<file path="src/rtl/demux8_collector_pkg.sv">
// Shared types and defaults for the demux8_collector frame collector.
package demux_pkg;
    typedef enum logic {FILL, HOLD} collector_state_t;
    localparam int DEMUX_DEFAULT_WIDTH = 8;
endpackage

</file>
<file path="src/rtl/demux8_collector_if.sv">
// Bit-input / vector-output handshake bundle for demux8_collector.
// Carries dup_err only when DEMUX8_COLLECTOR_DUP_ERR_EN is defined.
interface demux8_collector_if #(
    parameter int WIDTH = 8
) ();
    localparam int SEL_W = $clog2(WIDTH);

    logic             in_bit;
    logic             in_valid;
    logic             in_ready;
    logic [SEL_W-1:0] sel;
    logic             auto_inc;
    logic             clear;
    logic [WIDTH-1:0] out;
    logic [WIDTH-1:0] written;
    logic             out_valid;
    logic             out_ready;
`ifdef DEMUX8_COLLECTOR_DUP_ERR_EN
    logic             dup_err;
`endif

    modport master (
        output in_bit, in_valid, sel, auto_inc, clear, out_ready,
`ifdef DEMUX8_COLLECTOR_DUP_ERR_EN
        input  dup_err,
`endif
        input  in_ready, out, written, out_valid
    );

    modport slave (
        input  in_bit, in_valid, sel, auto_inc, clear, out_ready,
`ifdef DEMUX8_COLLECTOR_DUP_ERR_EN
        output dup_err,
`endif
        output in_ready, out, written, out_valid
    );
endinterface

</file>
<file path="src/rtl/demux8_collector_dec_onehot.sv">
// Select-to-one-hot decoder with enable; all strobes low when en_i is low.
module dec_onehot #(
    parameter int SEL_W = 3,
    parameter int WIDTH = 8
) (
    input  logic [SEL_W-1:0] idx_i,
    input  logic             en_i,
    output logic [WIDTH-1:0] onehot_o
);
    for (genvar gi = 0; gi < WIDTH; gi++) begin : g_lane
        assign onehot_o[gi] = en_i && (idx_i == SEL_W'(gi));
    end
endmodule

</file>
<file path="src/rtl/demux8_collector.sv">
// Registered 1:WIDTH bit demultiplexer that collects a full frame and presents it
// with a valid/ready handshake. Define DEMUX8_COLLECTOR_DUP_ERR_EN for dup_err.
module demux8_collector
    import demux_pkg::*;
#(
    parameter int WIDTH = DEMUX_DEFAULT_WIDTH,
    localparam int SEL_W = $clog2(WIDTH)
) (
    input  logic                clk,
    input  logic                reset_n,
    demux8_collector_if.slave   bus
);
    collector_state_t state_q, state_d;
    logic [SEL_W-1:0] ptr_q, ptr_d, idx;
    logic [WIDTH-1:0] out_q, out_d, written_q, written_d, wr_stb;
    logic             accept;

    assign accept = bus.in_valid && (state_q == FILL);
    assign idx    = bus.auto_inc ? ptr_q : bus.sel;

    dec_onehot #(.SEL_W(SEL_W), .WIDTH(WIDTH)) u_dec (
        .idx_i    (idx),
        .en_i     (accept),
        .onehot_o (wr_stb)
    );

    always_comb begin
        state_d   = state_q;
        ptr_d     = ptr_q;
        out_d     = out_q;
        written_d = written_q;
        case (state_q)
            FILL: begin
                if (accept) begin
                    out_d     = (out_q & ~wr_stb) | (wr_stb & {WIDTH{bus.in_bit}});
                    written_d = written_q | wr_stb;
                    if (bus.auto_inc) begin
                        ptr_d = ptr_q + 1'b1;
                    end
                    if (&written_d) begin
                        state_d = HOLD;
                    end
                end
            end
            HOLD: begin
                // out is left alone so old bits persist until overwritten
                if (bus.out_ready) begin
                    written_d = '0;
                    ptr_d     = '0;
                    state_d   = FILL;
                end
            end
            default: state_d = FILL;
        endcase
        if (bus.clear) begin
            state_d   = FILL;
            ptr_d     = '0;
            out_d     = '0;
            written_d = '0;
        end
    end

    always_ff @(posedge clk or negedge reset_n) begin
        if (!reset_n) begin
            state_q   <= FILL;
            ptr_q     <= '0;
            out_q     <= '0;
            written_q <= '0;
        end else begin
            state_q   <= state_d;
            ptr_q     <= ptr_d;
            out_q     <= out_d;
            written_q <= written_d;
        end
    end

    assign bus.in_ready  = (state_q == FILL);
    assign bus.out_valid = (state_q == HOLD);
    assign bus.out       = out_q;
    assign bus.written   = written_q;

`ifdef DEMUX8_COLLECTOR_DUP_ERR_EN
    logic dup_q, dup_d;

    always_comb begin
        dup_d = dup_q | (|(wr_stb & written_q));
        if (bus.clear || (state_q == HOLD && bus.out_ready)) begin
            dup_d = 1'b0;
        end
    end

    always_ff @(posedge clk or negedge reset_n) begin
        if (!reset_n) begin
            dup_q <= 1'b0;
        end else begin
            dup_q <= dup_d;
        end
    end

    assign bus.dup_err = dup_q;
`endif
endmodule

</file>
<file path="src/flat_wrapper.sv">
// flat-port wrapper written by rule: the top's interface ports become plain ports
module demux8_collector_flat import demux_pkg::*;
#(
    parameter int WIDTH = DEMUX_DEFAULT_WIDTH,
    localparam int SEL_W = $clog2(WIDTH)
)
  (clk, reset_n, bus_in_bit, bus_in_valid, bus_sel, bus_auto_inc, bus_clear, bus_out_ready, bus_in_ready, bus_out, bus_written, bus_out_valid);
  demux8_collector_if #(.WIDTH(WIDTH)) bus_i ();
  input  logic clk;
  input  logic reset_n;
  input wire logic [$bits(bus_i.in_bit)-1:0] bus_in_bit;
  input wire logic [$bits(bus_i.in_valid)-1:0] bus_in_valid;
  input wire logic [$bits(bus_i.sel)-1:0] bus_sel;
  input wire logic [$bits(bus_i.auto_inc)-1:0] bus_auto_inc;
  input wire logic [$bits(bus_i.clear)-1:0] bus_clear;
  input wire logic [$bits(bus_i.out_ready)-1:0] bus_out_ready;
  output wire logic [$bits(bus_i.in_ready)-1:0] bus_in_ready;
  output wire logic [$bits(bus_i.out)-1:0] bus_out;
  output wire logic [$bits(bus_i.written)-1:0] bus_written;
  output wire logic [$bits(bus_i.out_valid)-1:0] bus_out_valid;
  assign bus_i.in_bit = bus_in_bit;
  assign bus_i.in_valid = bus_in_valid;
  assign bus_i.sel = bus_sel;
  assign bus_i.auto_inc = bus_auto_inc;
  assign bus_i.clear = bus_clear;
  assign bus_i.out_ready = bus_out_ready;
  assign bus_in_ready = bus_i.in_ready;
  assign bus_out = bus_i.out;
  assign bus_written = bus_i.written;
  assign bus_out_valid = bus_i.out_valid;
  demux8_collector #(.WIDTH(WIDTH)) u_core (.clk(clk), .reset_n(reset_n), .bus(bus_i));
endmodule
</file>
<file path="config.mk">
export PLATFORM = sky130hd
export DESIGN_NAME = demux8_collector_flat
export DESIGN_NICKNAME = d
export VERILOG_FILES = /design/src/rtl/demux8_collector_pkg.sv /design/src/rtl/demux8_collector_if.sv /design/src/rtl/demux8_collector_dec_onehot.sv /design/src/rtl/demux8_collector.sv /design/src/flat_wrapper.sv
export SDC_FILE = /design/constraint.sdc
export NUM_CORES = 1
export LEC_CHECK = 0
export ABC_AREA = 1
export CAP_MARGIN = 20
export CORE_MARGIN = 2
export CORE_UTILIZATION = 47
export DETAILED_ROUTE_END_ITERATION = 6
export GPL_TIMING_DRIVEN = 1
export PLACE_DENSITY = 0.78
export SYNTH_ARGS = -nofsm -noshare
export SYNTH_HDL_FRONTEND = slang
export SYNTH_SLANG_ARGS = --single-unit
</file>
<file path="constraint.sdc">
create_clock -name clk -period 1.49 [get_ports clk]
set_clock_uncertainty 0.1 [all_clocks]
set_input_delay 0.149 -clock clk [delete_from_list [all_inputs] [get_ports clk]]
set_output_delay 0.149 -clock clk [all_outputs]
set_load 0.1 [all_outputs]
</file>
==> results of run 1 <==
## final cells by class
| type | instances | area (um^2) |
|---|---|---|
| Clock buffer | 4 | 36.3 |
| Fill cell | 101 | 235 |
| Inverter | 18 | 82.6 |
| Multi-Input combinational cell | 97 | 608 |
| Sequential cell | 20 | 505 |
| Tap cell | 28 | 35.0 |
| Timing Repair Buffer | 55 | 667 |
## how the worst max path moves through the flow
stage                                   start                             end  cells after the start
3_3_place_gp                     bus_auto_inc  u_core.bus.out_valid$_DFF_PN0_                     11
3_5_place_dp                     bus_auto_inc  u_core.bus.out_valid$_DFF_PN0_                     11
2_1_floorplan  u_core.bus.out_valid$_DFF_PN0_  u_core.bus.out_valid$_DFF_PN0_                     11
6_report          u_core.ptr_q[1]$_DFFE_PN0P_  u_core.bus.out_valid$_DFF_PN0_                     10
4_1_cts        u_core.bus.out_valid$_DFF_PN0_  u_core.bus.out_valid$_DFF_PN0_                      9
5_1_grt        u_core.bus.out_valid$_DFF_PN0_  u_core.bus.out_valid$_DFF_PN0_                     11
## where the power goes
group	internal, W	switching (W)	total [W]
Sequential	0.000562	0.0000222	0.000584
Combinational	0.000169	0.000269	0.000437
Clock	0.000149	0.000193	0.000342
## through the flow
| step | setup slack [ns] | power (W) |
|---|---|---|
| floorplan | -0.115 | 0.000801 |
| global placement | -0.258 | 0.000955 |
| detailed placement | -0.305 | 0.000970 |
| CTS | -0.0467 | 0.00131 |
| global route | -0.166 | 0.00141 |
| finish | -0.137 | 0.00136 |
## repair_timing
item,CTS,global route
setup buffers,1,4
pin swaps,4,9
resized for setup,9,17
setup endpoints to repair,2,15
## sequential cells by signal (all words and copies together), names as in the netlist
signal and count:
u_core.bus.out 8, u_core.bus.written 8, u_core.bus.out_valid 1, u_core.ptr_q 3
## routing by layer
metal / track usage (%) / vias to the layer above / routed length [um] / share of wire [%]
met5: 0 / - / 0 / 0
met2: 50.6 / 100 / 2100 / 51
met4: 14.0 / 0 / 186 / 4.5
met3: 6.61 / 27 / 371 / 9.0
li1: - / 557 / - / -
met1: 33.6 / 625 / 1450 / 35
## cells by family after synthesis
group	count (synthesis)
compound gates	31
fa+ha+maj	1
buf+inv	20
flops	20
simple gates	65
## cell usage in the layout, fill, tap and decap left out, types with 2 or more instances in the layout
cell type        count
a21oi_2              7
a21oi_1             17
nand2_1             22
inv_2                2
clkdlybuf4s50_1      8
dfrtp_1             18
clkbuf_4             3
nor2_1               4
nand3_1              7
inv_1               14
o21ai_2              3
nor2_4               4
o21ai_1              2
nand2_4              3
buf_12              18
nand2_2             18
nor2_2               2
buf_4               27
==> impl_metrics.csv, run 1 <==
group,metric,value,unit
logic_synthesis,synth_mux_area_share,0,%
floorplan,fp.dieW,51.6,um
critical_path,cp.required,1.65,ns
sta,max_freq,615,MHz
finish,drive_gt1_share,50.5,%
logic_synthesis,synth_top_cell_area_share,47.0,%
logic_synthesis,synth.distinct_cells,18,
clocking,clk_pin_slew,0.13,ns
logic_synthesis,synth_top_family_by_area,"simple AND/OR/NAND/NOR gates",
place,port_buffers,27,
global_routing,grt_usage,29.1,%
route,drt-total-wl,4110,um
logic_synthesis,synth_fa_ha_area_share,1.18,%
global_routing,grt_pass1_wl,5530,um
logic_synthesis,async_reset_ff_share,100,%
critical_path,slowest_delay,0.40,ns
sta,worst_pin_slew,0.325,ns
critical_path,worstPathMaxFanout,3,
sta,maxSlewHeadroom,78.3,%
job,cap_violations,0,
clocking,cts_made_buffers,3,
sta,period_needed,1.63,ns
finish,fin_nets,206,
clocking,clockBufferDepth,2,
finish,final_core_util,89.2,%
clocking,tritoncts,"built",
logic_synthesis,synth.most_common_cell,"nand2_1",
place,dpl.hpwl,2390,um
clocking,htree_levels,1,
floorplan,die_y,51.6,um
power,p_leak,0.898,nW
logic_synthesis,synth_area,1060,um^2
power,power_density,705,nW/um^2
route,drt_first_pass_iters,4,
critical_path,critical_path_buf_inv_count,1,
clocking,clockRootBuffer,"clkbuf_4",
sta,timing.hold.ws,0.0584,ns
floorplan,start_util,49.1,%
critical_path,r2r_end,"u_core.bus.out_valid$_DFF_PN0_",
logic_synthesis,synth_compound_area_share,15.3,%
critical_path,cp_slowest_cell,"dfrtp_1",
power,vdd_drop_max,0.000652,V
hold_path,hold_path_class,"in -> async",
status,outcome,"complete, but fails checks",
route,ant_nets,0,
global_routing,grt_pass1_vias,1211,
floorplan,rows,17,
critical_path,cp-end-kind,"flop",
clocking,clock-sinks,20,
logic_synthesis,syn_nets,148,
critical_path,start_kind,"flop",
logic_synthesis,yosysWarnings,0,
sta,drv_slew,0,
floorplan,die_area,2660,um^2
place,gp_congestion,0.855,
sta,period_share,109,%
logic_synthesis,synth-main-ff-cell,"dfrtp_1",
global_routing,grt_max_degree,21,
logic_synthesis,synth_area_per_cell,7.77,um^2
place,dpl-instance-area,1780,um^2
route,drc,0,
critical_path,reg2regPathDepth,10,
logic_synthesis,synth_area_leaders,"dfrtp_1 47%, nand2_1 13%, a21oi_1 11%, inv_1 5.3%, nand2_2 4.1%",
status,violations,"negative setup slack",
logic_synthesis,synth_xor_area_share,0,%
route,wl_per_cell,18.5,um
place,dpl.cell_count,213,
logic_synthesis,synth_seq_area_share,47.0,%
clocking,cts_hold_buf,0,
sta,setup_viol,7,
sta,worst_slack,-0.137,ns
logic_synthesis,ys_ff_latch,20,
logic_synthesis,synth_edf_count,0,
route,viasPerCell,5.90,
logic_synthesis,synthSimpleGateAreaFrac,28.8,%
logic_synthesis,synthTopCellsByCount,"36 x nand2_1, 23 x a21oi_1, 20 x dfrtp_1",
sta,rsz0062_at_grt,"true",
critical_path,critPathKind,"reg -> reg",
logic_synthesis,synthCells,137,
finish,num_antenna_cells,0,
floorplan,ios,28,
global_routing,antenna_found_initial,0,
finish,stdcell_area,1930,um^2
floorplan,coreArea,2170,um^2
global_routing,overflow,0,
critical_path,crit_top_cell,"nand2_1",
critical_path,cp_top_family,"simple AND/OR/NAND/NOR gates",
critical_path,crit_chain,"nand2_1 -> nand2_4 -> nand2_1 -> inv_1 -> nand2_2 -> nand2_2 -> nand3_2 -> nor2_2 -> nand2_1 -> nand2_1",
logic_synthesis,synth_top_cell_by_area,"dfrtp_1",
finish,synthToLayoutAreaGrowth,81.7,%
sta,hold_violations,0,
critical_path,critPathArrivalTime,1.78,ns
finish,instances_no_fill,222,
route,vias,1309,
sta,setup-tns-final,-0.309,ns
critical_path,rr_startpoint,"u_core.ptr_q[1]$_DFFE_PN0P_",
route,drt_iter0_markers,76,
critical_path,reg2reg_slack,-0.14,ns
clocking,clock_latency,0.32,ns
Power figures use the tool's default switching activity.
==> run 2, diff against run 1 <==
--- a/config.mk
+++ b/config.mk
@@ -7,8 +7,9 @@
 export LEC_CHECK = 0
 export ABC_AREA = 1
 export CAP_MARGIN = 20
-export CORE_MARGIN = 2
+export CORE_MARGIN = 3
 export CORE_UTILIZATION = 47
+export CTS_CLUSTER_SIZE = 25
 export DETAILED_ROUTE_END_ITERATION = 6
 export GPL_TIMING_DRIVEN = 1
 export PLACE_DENSITY = 0.78
==> impl_metrics.csv, run 2 <==
group,metric,value,unit
logic_synthesis,ys_ff_latch,20,
logic_synthesis,synth_top_cell_area_share,47.0,%
floorplan,rows,16,
floorplan,ios,28,
logic_synthesis,syn_nets,148,
floorplan,die_y,53.6,um
logic_synthesis,synth_top_cell_by_area,"dfrtp_1",
global_routing,grt_max_degree,21,
clocking,cts_hold_buf,0,
place,port_buffers,27,
place,dpl.hpwl,2710,um
clocking,clockBufferDepth,2,
logic_synthesis,synth-main-ff-cell,"dfrtp_1",
clocking,cts_made_buffers,3,
logic_synthesis,synthCells,137,
logic_synthesis,synth.most_common_cell,"nand2_1",
sta,worst-ep-kind,"sequential cell input",
clocking,htree_levels,1,
clocking,clock-sinks,20,
sta,worst_endpoint,"u_core.bus.out_valid$_DFF_PN0_/D",
logic_synthesis,synth_area_per_cell,7.77,um^2
logic_synthesis,synth_area,1060,um^2
logic_synthesis,synth.distinct_cells,18,
floorplan,fp.dieW,53.6,um
logic_synthesis,yosysWarnings,0,
place,gp_congestion,0.877,
clocking,clockRootBuffer,"clkbuf_4",
logic_synthesis,synthTopCellsByCount,"36 x nand2_1, 23 x a21oi_1, 20 x dfrtp_1",
logic_synthesis,synth_area_leaders,"dfrtp_1 47%, nand2_1 13%, a21oi_1 11%, inv_1 5.3%, nand2_2 4.1%",
status,error_line,"[ERROR DPL-0038] Utilization greater than 100%, impossible to legalize",
status,failed_stage,"global routing",
status,outcome,"aborted with a tool error",
floorplan,start_util,52.1,%
logic_synthesis,synth_edf_count,0,
logic_synthesis,async_reset_ff_share,100,%
logic_synthesis,synth_seq_area_share,47.0,%
[run 2: cell counts after synthesis]
No cell type changed its count.
[run 2: what timing repair did]
action                                  in CTS
pin swaps                                    7
hold endpoints to repair                     0
buffers inserted                             4
endpoints found under the setup margin      10
resized for setup                           11
[run 2: per-stage QoR]
stage	util (%)	hold WS, ns	setup WS (ns)	cells	instance area [um^2]
after CTS	93.0	0.0828	-0.0504	221	1900
after global placement	87.3	0.370	-0.251	213	1780
after detailed placement	87.3	0.404	-0.333	213	1780
after floorplan	-	-0.247	-0.115	137	1140
[run 2: cells by family after synthesis]
family	count (synthesis)	share of synthesized area, %
buffers and inverters	20	7.75
and+or+nand+nor	65	28.8
adders and majority gates	1	1.17
AOI/OAI and AO/OA	31	15.3
DFF	20	47.0
==> run 3, diff against run 2 <==
--- a/config.mk
+++ b/config.mk
@@ -7,12 +7,11 @@
 export LEC_CHECK = 0
 export ABC_AREA = 1
 export CAP_MARGIN = 20
-export CORE_MARGIN = 3
-export CORE_UTILIZATION = 47
-export CTS_CLUSTER_SIZE = 25
+export CORE_AREA = 3 3 64 66
 export DETAILED_ROUTE_END_ITERATION = 6
+export DIE_AREA = 0 0 67 69
 export GPL_TIMING_DRIVEN = 1
-export PLACE_DENSITY = 0.78
+export PLACE_DENSITY_LB_ADDON = 0.15
 export SYNTH_ARGS = -nofsm -noshare
 export SYNTH_HDL_FRONTEND = slang
 export SYNTH_SLANG_ARGS = --single-unit
==> impl_metrics.csv, run 3 (synthesis results as in run 1) <==
group,metric,value,unit
route,ant_nets,0,
floorplan,die_y,69,um
critical_path,crit_path_start,"u_core.bus.out_valid$_DFF_PN0_",
critical_path,reg2regPathDepth,9,
sta,drv_slew,0,
clocking,tritoncts,"built",
place,gp_congestion,0.844,
sta,setup_viol,4,
critical_path,cp-end-kind,"flop",
status,outcome,"complete, but fails checks",
floorplan,coreArea,3630,um^2
global_routing,antenna_found_initial,0,
sta,max_freq,657,MHz
finish,final_common_cell,"buf_4",
power,vdd_drop_max,0.000459,V
status,violations,"negative setup slack",
global_routing,grt_pass1_vias,1115,
critical_path,worstPathMaxFanout,5,
sta,maxSlewHeadroom,81.2,%
power,p_total,0.00143,W
clocking,cts_made_buffers,3,
sta,worst_pin_slew,0.282,ns
critical_path,cp_slowest_cell,"dfrtp_4",
clocking,clockRootBuffer,"clkbuf_8",
critical_path,critical_path_buf_inv_count,1,
sta,worst_slack,-0.0317,ns
critical_path,rr_startpoint,"u_core.bus.out_valid$_DFF_PN0_",
critical_path,crit_chain,"inv_12 -> nand2_8 -> nor2_4 -> nand2_2 -> nand2_1 -> nand3_2 -> nor2_2 -> nand2_1 -> nand2_1",
floorplan,start_util,29.3,%
critical_path,critPathArrivalTime,1.63,ns
place,port_buffers,27,
global_routing,busiest_layer,"met2",
sta,hold_violations,0,
floorplan,ios,28,
floorplan,fp.dieW,67,um
finish,synthToLayoutAreaGrowth,85.4,%
critical_path,start_kind,"flop",
route,drt_iter0_markers,38,
critical_path,crit_top_cell,"nand2_1",
route,drc,0,
clocking,clock-sinks,20,
finish,mostFrequentLayoutCells,"33 x buf_4, 26 x nand2_1, 19 x a21oi_1, 19 x dfrtp_1, 18 x buf_12",
clocking,clock_latency,0.27,ns
clocking,cts_hold_buf,0,
clocking,clockBufferDepth,2,
finish,num_antenna_cells,0,
global_routing,grt_pass1_wl,4950,um
clocking,htree_levels,1,
floorplan,rows,22,
sta,period_share,102,%
global_routing,grt_usage,13.7,%
hold_path,hold_path_class,"in -> async",
place,dpl.cell_count,237,
power,power_density,722,nW/um^2
critical_path,cp_top_family,"simple AND/OR/NAND/NOR gates",
sta,period_needed,1.52,ns
global_routing,use_met1,17.5,%
clocking,clk_pin_slew,0.08,ns
global_routing,grt_max_degree,21,
finish,drive_gt1_share,46.5,%
critical_path,slowest_delay,0.53,ns
power,p_leak,0.923,nW
critical_path,critical_path_depth,9,
route,drt-total-wl,2890,um
finish,fillers,337,
critical_path,cp.required,1.59,ns
finish,instances_no_fill,248,
critical_path,reg2reg_slack,-0.03,ns
finish,fin_nets,212,
route,drt_first_pass_iters,4,
global_routing,met3_usage,1.95,%
critical_path,critPathKind,"reg -> reg",
global_routing,gr-usage-met2,22.3,%
job,cap_violations,0,
route,viasPerCell,4.44,
route,wl_per_cell,11.6,um
sta,setup-tns-final,-0.0802,ns
place,dpl.hpwl,2310,um
floorplan,die_area,4620,um^2
finish,final_core_util,54.3,%
sta,rsz0062_at_grt,"true",
route,vias,1100,
global_routing,overflow,0,
## run 3: through the flow
step	hold slack [ns]	setup WS (ns)	instance area [um^2]
CTS	0.135	-0.0277	1910
finish	0.124	-0.0317	1970
global route	0.152	-0.128	1970
floorplan	-0.247	-0.115	1140
detailed placement	0.369	-0.325	1830
global placement	0.376	-0.315	1830
## run 3: final cells by class
class	instances	area (um^2)	area share [%]
clock buffer	4	55.1	2.79
inverter	18	82.6	4.18
multi-input combinational	97	564	28.6
sequential	20	504	25.5
tap	48	60.1	3.04
timing repair buffer	61	708	35.9
## run 3: final timing paths
path	end
max	u_core.bus.out_valid$_DFF_PN0_
min	u_core.bus.out[2]$_DFFE_PN0P_
max reg2reg	u_core.bus.out_valid$_DFF_PN0_
min reg2reg	u_core.ptr_q[2]$_DFFE_PN0P_
max in group asynchronous	u_core.bus.out_valid$_DFF_PN0_
min in group clk	u_core.ptr_q[0]$_DFFE_PN0P_
## run 3: routing by layer
metal	wire length (um)	vias to the layer above
met5	0	-
met4	58	0
met3	92	5
met2	1470	18
met1	1260	510
li1	-	567
## run 3: report_power, final
group,internal [W],switching (W)
clock,0.000236,0.000192
sequential,0.000562,0.0000199
combinational,0.000179,0.000237
total,0.000977,0.000449
## run 3: repair_timing
item                                    in CTS  in global routing
endpoints found under the setup margin       9                 13
resized for setup                            2                 11
hold endpoints to repair                     0                  0
buffers inserted                             3                  4
pin swaps                                    1                 10
==> RTL change, RTL diff (config.mk and constraints of run 3) <==
The package constant `DEMUX_DEFAULT_WIDTH` goes from 8 to 4.
--- a/src/rtl/demux8_collector_pkg.sv
+++ b/src/rtl/demux8_collector_pkg.sv
@@ -2,5 +2,5 @@
 package demux_pkg;
     typedef enum logic {FILL, HOLD} collector_state_t;
-    localparam int DEMUX_DEFAULT_WIDTH = 8;
+    localparam int DEMUX_DEFAULT_WIDTH = 4;
 endpackage
 
Interface: changed (resized bus_out, bus_sel and bus_written); port bits go from 28 to 19. The function was not compared with the original's and may differ.
==> RTL change against run 3 <==
Worst hold slack lost 0.022 ns. Synthesized area shrank 40%. Total power shrank 34%. Final area shrank 44%. Setup slack gained 0.13 ns. Wire length shrank 43%. Sequential cell count shrank 9. Non-clock buffer count shrank 35. Combinational power shrank 29%. Global-route usage shrank 5.7 points. Critical path depth shrank 2. Critical endpoint unchanged. Largest cell class unchanged. Largest power group unchanged. Highest routed layer unchanged.
==> RTL change: results (changes against run 3) <==
* Run status: completed
- The placed wire-length estimate was 1310 um (-43%).
- Leakage: 0.543 nW (-41%)
- Vias in the first global route: 657 (-41%)
- Maximum number of pins on one net before global-route repair: 12 (-43%)
- The cell total after placement came to 154 (-35%).
- The aggregate routed wire length came to 1660 um (-43%).
- Top cells by instance count after synthesis: sky130_fd_sc_hd__inv_1, sky130_fd_sc_hd__nand2_1, sky130_fd_sc_hd__dfrtp_1, sky130_fd_sc_hd__nor2_1, sky130_fd_sc_hd__nand2_2
- The clock latency at the later pin of the worst-skew pair was 0.24 ns (-0.03 ns).
- DRT iter0 DRCs: 6 (-84%)
- CP delay by family, top: simple AND/OR/NAND/NOR gates
* Final GP Congestion: 0.687 (-19%)
- CP Data Arrival Time: 1.47 ns (-0.16 ns)
- GRT Util Overall: 8.05% (-5.7 points)
* Average instance area after synthesis: 7.67 um^2 (-1.3%)
- Sum of routed wire segments on met1: 775 um (-39%)
- Buffers on Ports: 18 (-33%)
* Count of yosys warnings during synthesis: 0 (unchanged)
* Relative slew slack: 83.2% (+2.0 points)
* Routed wirelength normalized by instance count: 10.3 um (-11%)
- Number of unique standard cell types used by synthesis: 21 (+3)
* Portion of the post-synthesis area used by sequential elements: 43.2% (-3.8 points)
* Final-stage net count: 123 (-42%)
* Highest ir drop seen on vdd: 0.407 mV (-11%)
* Global-route wire length before repair: 2890 um (-42%)
- The fraction of layout instances using a drive strength above 1 came to 36.3% (-10 points).
RTL change: cell types whose count changed after synthesis, sizes merged, moves of 2 or more:
cell / run 3 / this run
a21oi: 24 / 3
nand3: 8 / 3
o21ai: 6 / 8
nand2: 44 / 20
buf: 2 / 0
inv: 18 / 20
o21a: 0 / 2
dfrtp: 20 / 11
RTL change: what timing repair did:
action / 4_1_cts / 5_1_grt
setup buffers: 0 / 3
gates resized for setup: 0 / 1
endpoints found under the hold margin: 0 / 0
setup endpoints to repair: 0 / 1
RTL change: cell families (layout without fill, tap and decap cells):
family / after synthesis / count (layout) / share of synthesized area [%]
flops: 11 / 11 / 43.2
buf+inv: 20 / 50 / 12.2
simple gates: 36 / 36 / 29.5
xor+xnor: 1 / 1 / 1.38
compound gates: 15 / 15 / 13.8
RTL change: through the flow:
| stage | TNS [ns] | power, mW | hold WS, ns | area, um^2 | setup WS (ns) |
|---|---|---|---|---|---|
| 2_1_floorplan | -0.0622 | 0.525 | -0.247 | 667 | -0.0289 |
| 5_1_grt | -0.0240 | 0.998 | 0.119 | 1110 | -0.0240 |
| 3_3_place_gp | -0.219 | 0.642 | 0.367 | 1040 | -0.108 |
| 3_5_place_dp | -0.387 | 0.643 | 0.363 | 1040 | -0.111 |
| 4_1_cts | 0 | 0.955 | 0.105 | 1090 | 0.0404 |
| 6_report | 0 | 0.948 | 0.102 | 1110 | 0.0981 |
RTL change: cell type report:
type	count	area, um^2
fillers	410	2520
repair buffers	26	340
multi-input cells	52	299
flip-flops and latches	11	280
inverters	20	90.1
well taps	48	60.1
clock buffers	4	45.0
RTL change: layer usage:
metal	up-vias	global-route usage, %
li1	316	-
met1	275	10.8
met2	10	12.6
met3	2	1.79
met4	0	2.70
met5	-	0
RTL change: how the worst min path moves through the flow:
stage	start	endpoint	cells past startpoint
floorplan	reset_n	u_core.bus.out[0]	0
global placement	reset_n	u_core.bus.written[0]	2
detailed placement	reset_n	u_core.bus.written[0]	2
CTS	reset_n	u_core.bus.out_valid	2
global route	reset_n	u_core.bus.written[1]	2
finish	reset_n	u_core.bus.out_valid	2
RTL change: worst register-to-register path, cell delays in order (launching register included):
cell and delay (ns):
sky130_fd_sc_hd__dfrtp_4 0.54, sky130_fd_sc_hd__nor2_4 0.17, sky130_fd_sc_hd__nand2_2 0.09, sky130_fd_sc_hd__nor2_4 0.15, sky130_fd_sc_hd__nor2_2 0.04, sky130_fd_sc_hd__nor2_1 0.10, sky130_fd_sc_hd__nand2_1 0.07, sky130_fd_sc_hd__nand2_1 0.06
RTL change: report_power, final:
group | internal, mW | leakage (nW) | switching [mW]
registers | 0.321 | 0.145 | 0.0242
clock network | 0.188 | 0.0228 | 0.118
logic | 0.117 | 0.375 | 0.180
